[src/rtl/bfp_group_accumulator_pkg.sv]
// Shared widths, lane payload type and the saturation helper for the BFP reduce/accumulate stage.
package bfp_group_accumulator_pkg;

    localparam int unsigned GRPSIZE       = 16;
    localparam int unsigned BFPEXPSIZE    = 8;
    localparam int unsigned MULBFPMANSIZE = 6;
    localparam int unsigned ACC_SIZE_DFLT = 24;

    localparam int unsigned EXPW  = BFPEXPSIZE + 1;
    localparam int unsigned LANEW = MULBFPMANSIZE + 1;
    localparam int unsigned SUMW  = LANEW + $clog2(GRPSIZE);
    localparam int unsigned SATW  = 64;

    typedef struct packed {
        logic                     sign;
        logic [MULBFPMANSIZE-1:0] man;
    } lane_t;

    // Clamp a wide signed value into the range of a w-bit two's complement number.
    function automatic logic signed [SATW-1:0] sat_acc(input logic signed [SATW-1:0] v,
                                                       input int unsigned w);
        logic signed [SATW-1:0] hi;
        logic signed [SATW-1:0] lo;
        hi = (64'sd1 <<< (w - 1)) - 64'sd1;
        lo = -hi - 64'sd1;
        if (v > hi)      return hi;
        else if (v < lo) return lo;
        else             return v;
    endfunction

endpackage

[src/rtl/bfp_group_accumulator_if.sv]
// Group-in / result-out handshake bundle of the BFP accumulator.
interface bfp_group_accumulator_if
    import bfp_group_accumulator_pkg::*;
#(
    parameter int unsigned ACCSIZE = ACC_SIZE_DFLT
);
    logic                             i_valid;
    logic                             o_ready;
    logic                             i_last;
    logic [GRPSIZE-1:0]               i_rslt_sign;
    logic [EXPW-1:0]                  i_rslt_exp;
    logic [GRPSIZE*MULBFPMANSIZE-1:0] i_rslt_man;
    logic                             o_valid;
    logic                             i_ready;
    logic [EXPW-1:0]                  o_acc_exp;
    logic signed [ACCSIZE-1:0]        o_acc_man;

    modport slave (
        input  i_valid, i_last, i_rslt_sign, i_rslt_exp, i_rslt_man, i_ready,
        output o_ready, o_valid, o_acc_exp, o_acc_man
    );

    modport master (
        output i_valid, i_last, i_rslt_sign, i_rslt_exp, i_rslt_man, i_ready,
        input  o_ready, o_valid, o_acc_exp, o_acc_man
    );
endinterface

[src/rtl/bfp_group_accumulator_adder_tree.sv]
// Combinational signed reduction of one group of sign/magnitude lanes via a balanced binary tree.
module bfp_group_accumulator_adder_tree
    import bfp_group_accumulator_pkg::*;
(
    input  lane_t [GRPSIZE-1:0]   i_lanes,
    output logic signed [SUMW-1:0] o_sum
);
    localparam int unsigned LVLS = $clog2(GRPSIZE);

    // Level l holds GRPSIZE>>l partial sums, each one bit wider than the level below.
    for (genvar l = 0; l <= LVLS; l++) begin : g_lvl
        logic signed [LANEW+l-1:0] v [GRPSIZE>>l];
        for (genvar k = 0; k < (GRPSIZE >> l); k++) begin : g_node
            if (l == 0) begin : g_leaf
                assign v[k] = i_lanes[k].sign ? -$signed({1'b0, i_lanes[k].man})
                                              :  $signed({1'b0, i_lanes[k].man});
            end else begin : g_sum
                assign v[k] = (LANEW + l)'(g_lvl[l-1].v[2*k]) + (LANEW + l)'(g_lvl[l-1].v[2*k+1]);
            end
        end
    end

    assign o_sum = g_lvl[LVLS].v[0];

endmodule

[src/rtl/bfp_group_accumulator.sv]
// fMAC reduce/accumulate stage: sums each BFP group, aligns it to a running exponent and
// accumulates with saturation until i_last, then presents one (exp, mantissa) result.
module bfp_group_accumulator
    import bfp_group_accumulator_pkg::*;
#(
    parameter int unsigned ACCSIZE = ACC_SIZE_DFLT
)(
    input  logic                    i_clk,
    input  logic                    i_rstn,
    bfp_group_accumulator_if.slave  bus
);
    localparam int unsigned EXTW = ((ACCSIZE > SUMW) ? ACCSIZE : SUMW) + 2;

    lane_t [GRPSIZE-1:0]        w_lanes;
    logic signed [SUMW-1:0]     w_sum;
    logic                       w_en;

    logic                       r_s1_valid;
    logic signed [SUMW-1:0]     r_s1_sum;
    logic [EXPW-1:0]            r_s1_exp;
    logic                       r_s1_last;

    logic signed [ACCSIZE-1:0]  r_acc_man;
    logic [EXPW-1:0]            r_acc_exp;
    logic                       r_acc_nz;

    logic                       r_o_valid;
    logic signed [ACCSIZE-1:0]  r_o_acc_man;
    logic [EXPW-1:0]            r_o_acc_exp;

    logic                       w_exp_gt;
    logic [EXPW-1:0]            w_d;
    logic signed [EXTW-1:0]     w_acc_ext;
    logic signed [EXTW-1:0]     w_sum_ext;
    logic signed [EXTW-1:0]     w_add;
    logic signed [ACCSIZE-1:0]  w_sat;
    logic signed [ACCSIZE-1:0]  w_upd_man;
    logic [EXPW-1:0]            w_upd_exp;
    logic                       w_upd_nz;

    for (genvar k = 0; k < GRPSIZE; k++) begin : g_lane
        assign w_lanes[k].sign = bus.i_rslt_sign[k];
        assign w_lanes[k].man  = bus.i_rslt_man[k*MULBFPMANSIZE +: MULBFPMANSIZE];
    end

    bfp_group_accumulator_adder_tree u_tree (
        .i_lanes (w_lanes),
        .o_sum   (w_sum)
    );

    // Whole pipeline freezes only when a finished result is waiting on the consumer.
    assign w_en = ~(r_o_valid & ~bus.i_ready);

    // Align the smaller-exponent operand, add wide, then saturate to the accumulator width.
    always_comb begin
        w_exp_gt  = r_s1_exp > r_acc_exp;
        w_d       = w_exp_gt ? (r_s1_exp - r_acc_exp) : (r_acc_exp - r_s1_exp);
        w_acc_ext = EXTW'(r_acc_man);
        w_sum_ext = EXTW'(r_s1_sum);
        w_add     = w_exp_gt ? ((w_acc_ext >>> w_d) + w_sum_ext)
                             : (w_acc_ext + (w_sum_ext >>> w_d));
        w_sat     = ACCSIZE'(sat_acc(SATW'(w_add), ACCSIZE));

        w_upd_man = r_acc_man;
        w_upd_exp = r_acc_exp;
        w_upd_nz  = r_acc_nz;
        if (r_s1_sum != '0) begin
            w_upd_nz = 1'b1;
            if (!r_acc_nz) begin
                w_upd_man = ACCSIZE'(sat_acc(SATW'(r_s1_sum), ACCSIZE));
                w_upd_exp = r_s1_exp;
            end else begin
                w_upd_man = w_sat;
                if (w_exp_gt) w_upd_exp = r_s1_exp;
            end
        end
    end

    always_ff @(posedge i_clk) begin
        if (!i_rstn) begin
            r_s1_valid  <= 1'b0;
            r_s1_sum    <= '0;
            r_s1_exp    <= '0;
            r_s1_last   <= 1'b0;
            r_acc_man   <= '0;
            r_acc_exp   <= '0;
            r_acc_nz    <= 1'b0;
            r_o_valid   <= 1'b0;
            r_o_acc_man <= '0;
            r_o_acc_exp <= '0;
        end else if (w_en) begin
            r_s1_valid <= bus.i_valid;
            r_s1_sum   <= w_sum;
            r_s1_exp   <= bus.i_rslt_exp;
            r_s1_last  <= bus.i_last;

            if (r_s1_valid) begin
                if (r_s1_last) begin
                    r_acc_man <= '0;
                    r_acc_exp <= '0;
                    r_acc_nz  <= 1'b0;
                end else begin
                    r_acc_man <= w_upd_man;
                    r_acc_exp <= w_upd_exp;
                    r_acc_nz  <= w_upd_nz;
                end
            end

            if (r_s1_valid && r_s1_last) begin
                r_o_valid   <= 1'b1;
                r_o_acc_man <= w_upd_man;
                r_o_acc_exp <= w_upd_exp;
            end else if (bus.i_ready) begin
                r_o_valid <= 1'b0;
            end
        end
    end

    assign bus.o_ready   = w_en;
    assign bus.o_valid   = r_o_valid;
    assign bus.o_acc_man = r_o_acc_man;
    assign bus.o_acc_exp = r_o_acc_exp;

endmodule

[src/flat_wrapper.sv]
// flat-port wrapper written by rule: the top's interface ports become plain ports
module bfp_group_accumulator_flat import bfp_group_accumulator_pkg::*;
#(
    parameter int unsigned ACCSIZE = ACC_SIZE_DFLT
)
  (i_clk, i_rstn, bus_i_valid, bus_i_last, bus_i_rslt_sign, bus_i_rslt_exp, bus_i_rslt_man, bus_i_ready, bus_o_ready, bus_o_valid, bus_o_acc_exp, bus_o_acc_man);
  bfp_group_accumulator_if #(.ACCSIZE(ACCSIZE)) bus_i ();
  input  logic i_clk;
  input  logic i_rstn;
  input wire logic [$bits(bus_i.i_valid)-1:0] bus_i_valid;
  input wire logic [$bits(bus_i.i_last)-1:0] bus_i_last;
  input wire logic [$bits(bus_i.i_rslt_sign)-1:0] bus_i_rslt_sign;
  input wire logic [$bits(bus_i.i_rslt_exp)-1:0] bus_i_rslt_exp;
  input wire logic [$bits(bus_i.i_rslt_man)-1:0] bus_i_rslt_man;
  input wire logic [$bits(bus_i.i_ready)-1:0] bus_i_ready;
  output wire logic [$bits(bus_i.o_ready)-1:0] bus_o_ready;
  output wire logic [$bits(bus_i.o_valid)-1:0] bus_o_valid;
  output wire logic [$bits(bus_i.o_acc_exp)-1:0] bus_o_acc_exp;
  output wire logic [$bits(bus_i.o_acc_man)-1:0] bus_o_acc_man;
  assign bus_i.i_valid = bus_i_valid;
  assign bus_i.i_last = bus_i_last;
  assign bus_i.i_rslt_sign = bus_i_rslt_sign;
  assign bus_i.i_rslt_exp = bus_i_rslt_exp;
  assign bus_i.i_rslt_man = bus_i_rslt_man;
  assign bus_i.i_ready = bus_i_ready;
  assign bus_o_ready = bus_i.o_ready;
  assign bus_o_valid = bus_i.o_valid;
  assign bus_o_acc_exp = bus_i.o_acc_exp;
  assign bus_o_acc_man = bus_i.o_acc_man;
  bfp_group_accumulator #(.ACCSIZE(ACCSIZE)) u_core (.i_clk(i_clk), .i_rstn(i_rstn), .bus(bus_i));
endmodule
[config.mk]
export PLATFORM = sky130hd
export DESIGN_NAME = bfp_group_accumulator_flat
export DESIGN_NICKNAME = d
export VERILOG_FILES = /design/src/rtl/bfp_group_accumulator_pkg.sv /design/src/rtl/bfp_group_accumulator_if.sv /design/src/rtl/bfp_group_accumulator_adder_tree.sv /design/src/rtl/bfp_group_accumulator.sv /design/src/flat_wrapper.sv
export SDC_FILE = /design/constraint.sdc
export NUM_CORES = 1
export LEC_CHECK = 0
export BUFFER_PORTS_ARGS = -buffer_cell sky130_fd_sc_hd__buf_2
export CAP_MARGIN = 20
export CORE_ASPECT_RATIO = 0.8
export CORE_UTILIZATION = 55
export DETAILED_ROUTE_END_ITERATION = 8
export PLACE_DENSITY_LB_ADDON = 0.2
export SKIP_LAST_GASP = 1
export SLEW_MARGIN = 20
export SYNTH_ARGS = -nofsm -noshare
export SYNTH_HDL_FRONTEND = slang
export SYNTH_SLANG_ARGS = --single-unit
export TNS_END_PERCENT = 10
[constraint.sdc]
create_clock -name i_clk -period 10.6 [get_ports i_clk]
set_clock_uncertainty 0.05 [all_clocks]
set_input_delay 1.06 -clock i_clk [delete_from_list [all_inputs] [get_ports i_clk]]
set_output_delay 1.06 -clock i_clk [all_outputs]
set_load 0.005 [all_outputs]
==> flow_metrics.env, run 1 <==
export IMPL_status="finished clean"
export IMPL_wl_met1_um=20900
export IMPL_dpl_worst_slack_ns=2.07
export IMPL_top_layer="met4"
export IMPL_postCtsSetupRepairBufs=0
export IMPL_netlist_cell_type_count=90
export IMPL_p_leak_nw=6.81
export IMPL_worstPathCellList="inv_1, ha_2, nand3_1, nor3_4, a21oi_4, nand2_4, mux2i_1, xnor2_1, and2_1, nand2_1, o21ai_1, a2111oi_0, ha_1, and3_1, a311oi_1, o31ai_1, a31oi_1, a32oi_1, a22oi_1, a21oi_1, o21a_1, a32o_1"
export IMPL_rsz0062_at_grt="no"
export IMPL_required_ns=10.80
export IMPL_postCtsHoldBufs=0
export IMPL_layout_common_cells="nand2_1, buf_2, inv_1, o21ai_0, fa_1"
export IMPL_drive_above_1_share_pct=12.8
export IMPL_rrSetupSlack_ns=1.79
export IMPL_via_per_inst=6.44
export IMPL_post_cts_resized=0
export IMPL_netSwitchingPower_mw=3.01
export IMPL_dr_pass1_iters=6
export IMPL_grt_max_degree=51
export IMPL_cts_buffer_depth=2
export IMPL_hpwl_um=37300
export IMPL_critical_path_top_delay_family="compound AO/OA/AOI/OAI gates"
export IMPL_diodes=0
export IMPL_worstMarginPinSlew_ns=1.12
export IMPL_yosysSeqAreaShare_pct=12.8
export IMPL_ys_async_sr_fraction_pct=0
export IMPL_setup_ws_ns=1.79
export IMPL_clk_latency_ns=0.35
export IMPL_fp_coreArea_um2=25200
export IMPL_post_drt_wl_per_cell_um=21.3
export IMPL_setup_tns_ns=0
export IMPL_die_width_um=181
export IMPL_gp_congestion=0.996
export IMPL_syn_num_nets=2102
export IMPL_postSynthAreaPerCell_um2=7.98
export IMPL_ys_dominant_reg_cell="dfxtp_1"
export IMPL_synthCells=1768
export IMPL_chipHeight_um=145
export IMPL_drt_iter0_markers=1482
export IMPL_p_comb_share_pct=86.1
export IMPL_htreeDepth=3
export IMPL_worst_ep_arrival_time_ns=9.01
export IMPL_critPathMaxStageDelay_ns=1.07
export IMPL_intPower_mw=3.04
export IMPL_worstHoldPathType="reg2reg"
export IMPL_total_power_mw=6.05
export IMPL_ir_drop_mv=0.839
export IMPL_reg2reg_to="u_core.bus.o_acc_man[19]$_SDFFE_PN0P_"
export IMPL_syn_area_um2=14100
export IMPL_overflow=0
export IMPL_worst_hold_startpoint="u_core.bus.o_acc_exp[7]$_SDFFE_PN0P_"
export IMPL_maxCapViolations=0
export IMPL_critPathMaxFanout=50
export IMPL_fin_crit_sh_pct=83.1
export IMPL_clkPwrFrac_pct=5.5
export IMPL_antenna_found_initial=0
export IMPL_drc=0
export IMPL_dieArea_um2=26300
export IMPL_postRouteAntennaNets=0
export IMPL_finalSetupViolCount=0
export IMPL_final_common_cell="nand2_1"
export IMPL_numCtsBuffers=9
export IMPL_io_buffers=160
export IMPL_syn_to_final_growth_pct=8.52
export IMPL_final_hold_viol_count=0
export IMPL_final_max_slew_viol_count=0
export IMPL_cts_root_buf="clkbuf_16"
export IMPL_row_count=52
export IMPL_critPathBufInv=1
export IMPL_path_clk_slew_ns=0.07
export IMPL_synth_edf_count=0
export IMPL_whs_path_depth=2
export IMPL_p_sw_share_pct=49.8
export IMPL_layout_nets=2194
export IMPL_first_global_vias=13100
export IMPL_vias=14100
export IMPL_end_kind="register"
export IMPL_r2r_cells=22
export IMPL_fin_util_pct=60.7
export IMPL_whs_endpoint="u_core.bus.o_acc_exp[7]$_SDFFE_PN0P_"
export IMPL_io_pins=161
export IMPL_track_usage_pct=35.3
export IMPL_crit_path_top_delay_cell="ha_2"
export IMPL_initial_core_util_pct=55.9
export IMPL_ys_ff_latch=90
export IMPL_timing_rr_start="u_core.r_acc_exp[0]$_SDFFE_PN0P_"
export IMPL_fin_crit_ns=8.81
export IMPL_wirelength_um=46500
export IMPL_startpoint_type="register"
export IMPL_sequentialPowerShare_pct=8.5
export IMPL_relSlewSlack_pct=24.9
export IMPL_met3_length_um=5400
export IMPL_clock_sinks=90
export IMPL_holdWs_ns=0.402
export IMPL_wl_met2_um=19400
export IMPL_fmax_mhz=114
export IMPL_worstSetupPathType="reg2reg"
export IMPL_p_per_area_nw_per_um2=395
export IMPL_cts_tree="built"
export IMPL_ys_warn_count=0
export IMPL_grt_pass1_wl_um=73200
-- per-layer routing --
| metal | GRT usage, % | up-vias |
|---|---|---|
| met5 | 0 | - |
| met4 | 6.57 | 0 |
| met3 | 8.89 | 86 |
| met2 | 51.2 | 806 |
| met1 | 52.8 | 6726 |
| li1 | - | 6465 |
-- layout make-up --
class,count,area [µm²]
clock buffers,9,225
clock inverters,6,72.6
repair buffers,172,891
inverters,157,589
multi-input cells,1430,11300
fillers,2369,9930
well taps,324,405
flip-flops and latches,90,1800
-- worst max path at each step --
stage	start	to	depth (start not counted)
floorplan	bus_i_rslt_man[30]	u_core.r_s1_sum[10]$_SDFFE_PN0N_	25
global placement	u_core.r_acc_exp[0]$_SDFFE_PN0P_	u_core.bus.o_acc_man[19]$_SDFFE_PN0P_	22
detailed placement	u_core.r_acc_exp[0]$_SDFFE_PN0P_	u_core.bus.o_acc_man[19]$_SDFFE_PN0P_	22
CTS	u_core.r_acc_exp[0]$_SDFFE_PN0P_	u_core.r_acc_man[19]$_SDFFE_PN0P_	22
global route	u_core.r_acc_exp[0]$_SDFFE_PN0P_	u_core.bus.o_acc_man[19]$_SDFFE_PN0P_	22
finish	u_core.r_acc_exp[0]$_SDFFE_PN0P_	u_core.bus.o_acc_man[19]$_SDFFE_PN0P_	22
-- worst register-to-register path: cells and delay by family (launching register included) --
family | cells | cell delay (ns)
simple gates | 6 | 2.04
xor+xnor | 1 | 0.13
compound gates | 11 | 4.26
flops | 1 | 0.36
buf+inv | 1 | 0.08
fa+ha+maj | 2 | 1.52
mux | 1 | 0.27
-- flip-flops by register name, indices dropped and copies added, names as in the netlist --
register,flops
u_core.bus.o_acc_exp,9
u_core.bus.o_acc_man,24
u_core.bus.o_valid,1
u_core.r_acc_exp,9
u_core.r_acc_man,24
u_core.r_acc_nz,1
u_core.r_s1_exp,9
u_core.r_s1_last,1
u_core.r_s1_sum,11
u_core.r_s1_valid,1
-- stage by stage --
| step | cells | instance area (µm²) |
|---|---|---|
| floorplan | 1768 | 14100 |
| global placement | 2173 | 15000 |
| detailed placement | 2173 | 15000 |
| CTS | 2188 | 15300 |
| global route | 2188 | 15300 |
| finish | 2188 | 15300 |
-- power by group through the flow --
stage	clock network, mW	registers [mW]	logic, mW
after floorplan	0	0.476	4.28
after detailed placement	0	0.514	5.22
after global routing	0.345	0.513	6.06
after global placement	0	0.514	5.12
after CTS	0.333	0.506	5.24
final	0.331	0.512	5.21
-- synthesized netlist by cell type, types with 30 or more instances --
cell type  instances  area [µm²]
inv_1            156         586
a21oi_1          103         515
nor3_1            31         155
dfxtp_1           90        1800
fa_1             110        2200
o31ai_1           57         428
nand2_1          198         743
nor2_1           110         413
xnor2_1           90         788
o21ai_0          117         586
nand3_1           40         200
nor2b_1           30         188
ha_1              98        1230
clkbuf_1          62         233
-- cell families (layout without fill, tap and decap cells) --
group / after synthesis / count (layout) / synth area share [%]
buffers and inverters: 248 / 344 / 7.12
AOI/OAI and AO/OA: 526 / 526 / 25.4
muxes: 59 / 59 / 5.91
DFF: 90 / 90 / 12.8
and+or+nand+nor: 522 / 522 / 17.4
adders and majority gates: 208 / 208 / 24.3
xor gates and xnor gates: 115 / 115 / 7.14
(Power assumes the default switching activity.)
==> run 2, diff against run 1 <==
==> constraint.sdc (replaced) <==
create_clock -name i_clk -period 7.23 [get_ports i_clk]
set_clock_uncertainty 0.05 [all_clocks]
set_input_delay 0.723 -clock i_clk [delete_from_list [all_inputs] [get_ports i_clk]]
set_output_delay 0.723 -clock i_clk [all_outputs]
set_load 0.005 [all_outputs]
==> run 2 against run 1 <==
  * Via count shrank 0.57%
  * Maximum frequency increased by 28%
  * Register-to-register slack lost 1.5 ns
  * Critical path depth is 2 higher
  * Non-clock buffer count rose by 34
  * Clock power grew 50%
  * Global-route usage rose by 0.64 points
  * Clock-buffer cell count did not move
  * First-iteration DRC count decreased by 2.3%
  * Cell area is 2.0% higher
  * Largest power group unchanged
  * Highest routed layer is now met5
==> flow_metrics.env, run 2 (same netlist as run 1, synthesis figures left out) <==
export IMPL_numCtsBuffers=9
export IMPL_clkPwrFrac_pct=5.5
export IMPL_p_sw_share_pct=49.7
export IMPL_row_count=52
export IMPL_postCtsHoldBufs=0
export IMPL_postCtsSetupRepairBufs=0
export IMPL_dieArea_um2=26300
export IMPL_worst_ep_arrival_time_ns=7.10
export IMPL_grt_max_degree=50
export IMPL_final_area_um2=15600
export IMPL_hpwl_um=38300
export IMPL_required_ns=7.43
export IMPL_post_drt_wl_per_cell_um=21.0
export IMPL_fp_coreArea_um2=25200
export IMPL_maxCapViolations=0
export IMPL_initial_core_util_pct=55.9
export IMPL_die_width_um=181
export IMPL_p_comb_share_pct=86.2
export IMPL_final_common_cell="nand2_1"
export IMPL_clock_sinks=90
export IMPL_setup_ws_ns=0.330
export IMPL_clk_latency_ns=0.35
export IMPL_p_per_area_nw_per_um2=577
export IMPL_worstSetupPathType="reg2reg"
export IMPL_total_power_mw=9.02
export IMPL_end_kind="register"
export IMPL_drc=0
export IMPL_track_usage_pct=36.0
export IMPL_dr_pass1_iters=6
export IMPL_io_pins=161
export IMPL_cts_tree="built"
export IMPL_final_hold_viol_count=0
export IMPL_overflow=0
export IMPL_wirelength_um=46800
export IMPL_holdWs_ns=0.402
export IMPL_fin_crit_ns=6.90
export IMPL_worstHoldPathType="reg2reg"
export IMPL_rsz0062_at_grt="yes"
export IMPL_io_buffers=160
export IMPL_drive_above_1_share_pct=14.8
export IMPL_cts_root_buf="clkbuf_16"
export IMPL_intPower_mw=4.54
export IMPL_grt_pass1_wl_um=74300
export IMPL_ir_drop_mv=1.03
export IMPL_dpl_worst_slack_ns=0.343
export IMPL_vias=14000
export IMPL_layout_nets=2228
export IMPL_fin_crit_sh_pct=95.4
export IMPL_syn_to_final_growth_pct=10.7
export IMPL_dpl_cell_area_um2=15300
export IMPL_antenna_found_initial=2
export IMPL_sequentialPowerShare_pct=8.3
export IMPL_final_max_slew_viol_count=0
export IMPL_drt_iter0_markers=1448
export IMPL_worstMarginPinSlew_ns=1.10
export IMPL_cts_buffer_depth=2
export IMPL_relSlewSlack_pct=26.6
export IMPL_via_per_inst=6.30
export IMPL_critPathMaxFanout=17
export IMPL_chipHeight_um=145
export IMPL_finalSetupViolCount=0
export IMPL_fmax_mhz=145
export IMPL_layout_common_cells="nand2_1, buf_2, inv_1, o21ai_0, fa_1"
export IMPL_status="finished clean"
export IMPL_htreeDepth=3
export IMPL_setup_tns_ns=0
export IMPL_startpoint_type="register"
export IMPL_rrSetupSlack_ns=0.33
export IMPL_path_clk_slew_ns=0.07
export IMPL_postRouteAntennaNets=0
export IMPL_gp_congestion=1.02
export IMPL_netSwitchingPower_mw=4.48
export IMPL_first_global_vias=13400
export IMPL_p_leak_nw=6.99
-- run 2: changes by cell type in the layout (fill, tap and decap cells not counted), sizes merged --
cell,before,now
diode,0,1
clkinv,2,1
clkinvlp,1,2
buf,172,206
inv,159,160
-- run 2: power by group through the flow --
stage / combinational [mW] / sequential [mW] / clock (mW)
detailed placement: 7.75 / 0.754 / 0
finish: 7.77 / 0.752 / 0.497
global placement: 7.58 / 0.754 / 0
CTS: 7.79 / 0.742 / 0.500
global route: 9.07 / 0.752 / 0.522
floorplan: 6.28 / 0.698 / 0
-- run 2: what timing repair did --
action / 4_1_cts / 5_1_grt
endpoints found under the setup margin: 0 / 45
gates resized for setup: 0 / 10
endpoints found under the hold margin: 0 / 0
-- run 2: metrics by stage --
stage,util [%],cells
3_5_place_dp,60.5,2207
4_1_cts,61.7,2223
5_1_grt,61.9,2224
6_report,61.9,2224
3_3_place_gp,60.5,2207
2_1_floorplan,-,1768
-- run 2: layer usage --
metal / vias to the layer above / share of wire (%) / track usage, % / routed length (µm)
li1: 6533 / - / - / -
met1: 6648 / 44 / 51.8 / 20700
met2: 755 / 41 / 52.8 / 19300
met3: 65 / 13 / 11.9 / 5940
met4: 2 / 1.7 / 5.51 / 805
met5: - / 0.019 / 0 / 9
-- run 2: path summary, 6_finish.rpt --
kind	startpoint	to	cells past startpoint
min	u_core.bus.o_acc_man[5]$_SDFFE_PN0P_	u_core.bus.o_acc_man[5]$_SDFFE_PN0P_	2
max	u_core.r_acc_exp[6]$_SDFFE_PN0P_	u_core.bus.o_acc_man[0]$_SDFFE_PN0P_	24
min reg2reg	u_core.bus.o_acc_man[5]$_SDFFE_PN0P_	u_core.bus.o_acc_man[5]$_SDFFE_PN0P_	2
max reg2reg	u_core.r_acc_exp[6]$_SDFFE_PN0P_	u_core.bus.o_acc_man[0]$_SDFFE_PN0P_	24
-- run 2: critical path, stage by stage, from the launching register on --
cell	delay (ns)
dfxtp_1	0.36
inv_1	0.07
ha_1	0.36
a211o_1	0.35
a21oi_4	0.30
nand3_4	0.17
nand2_4	0.15
mux2i_4	0.30
mux4_2	0.59
or4_1	0.43
a211oi_2	0.23
a311o_1	0.17
a311oi_2	0.08
ha_1	0.26
fa_1	0.40
a21o_1	0.21
a221o_1	0.34
o31ai_1	0.38
a21oi_1	0.21
nand4_1	0.15
a22o_1	0.20
o211ai_2	0.13
nand2_1	0.49
nor2_1	0.14
o31ai_1	0.27
-- run 2: layout make-up --
| type | instances | area (µm²) |
|---|---|---|
| diodes | 1 | 2.50 |
| multi-input cells | 1430 | 11400 |
| clock inverters | 7 | 82.6 |
| clock buffers | 9 | 225 |
| well taps | 324 | 405 |
| flip-flops and latches | 90 | 1800 |
| fillers | 2315 | 9620 |
| repair buffers | 206 | 1150 |
| inverters | 157 | 589 |
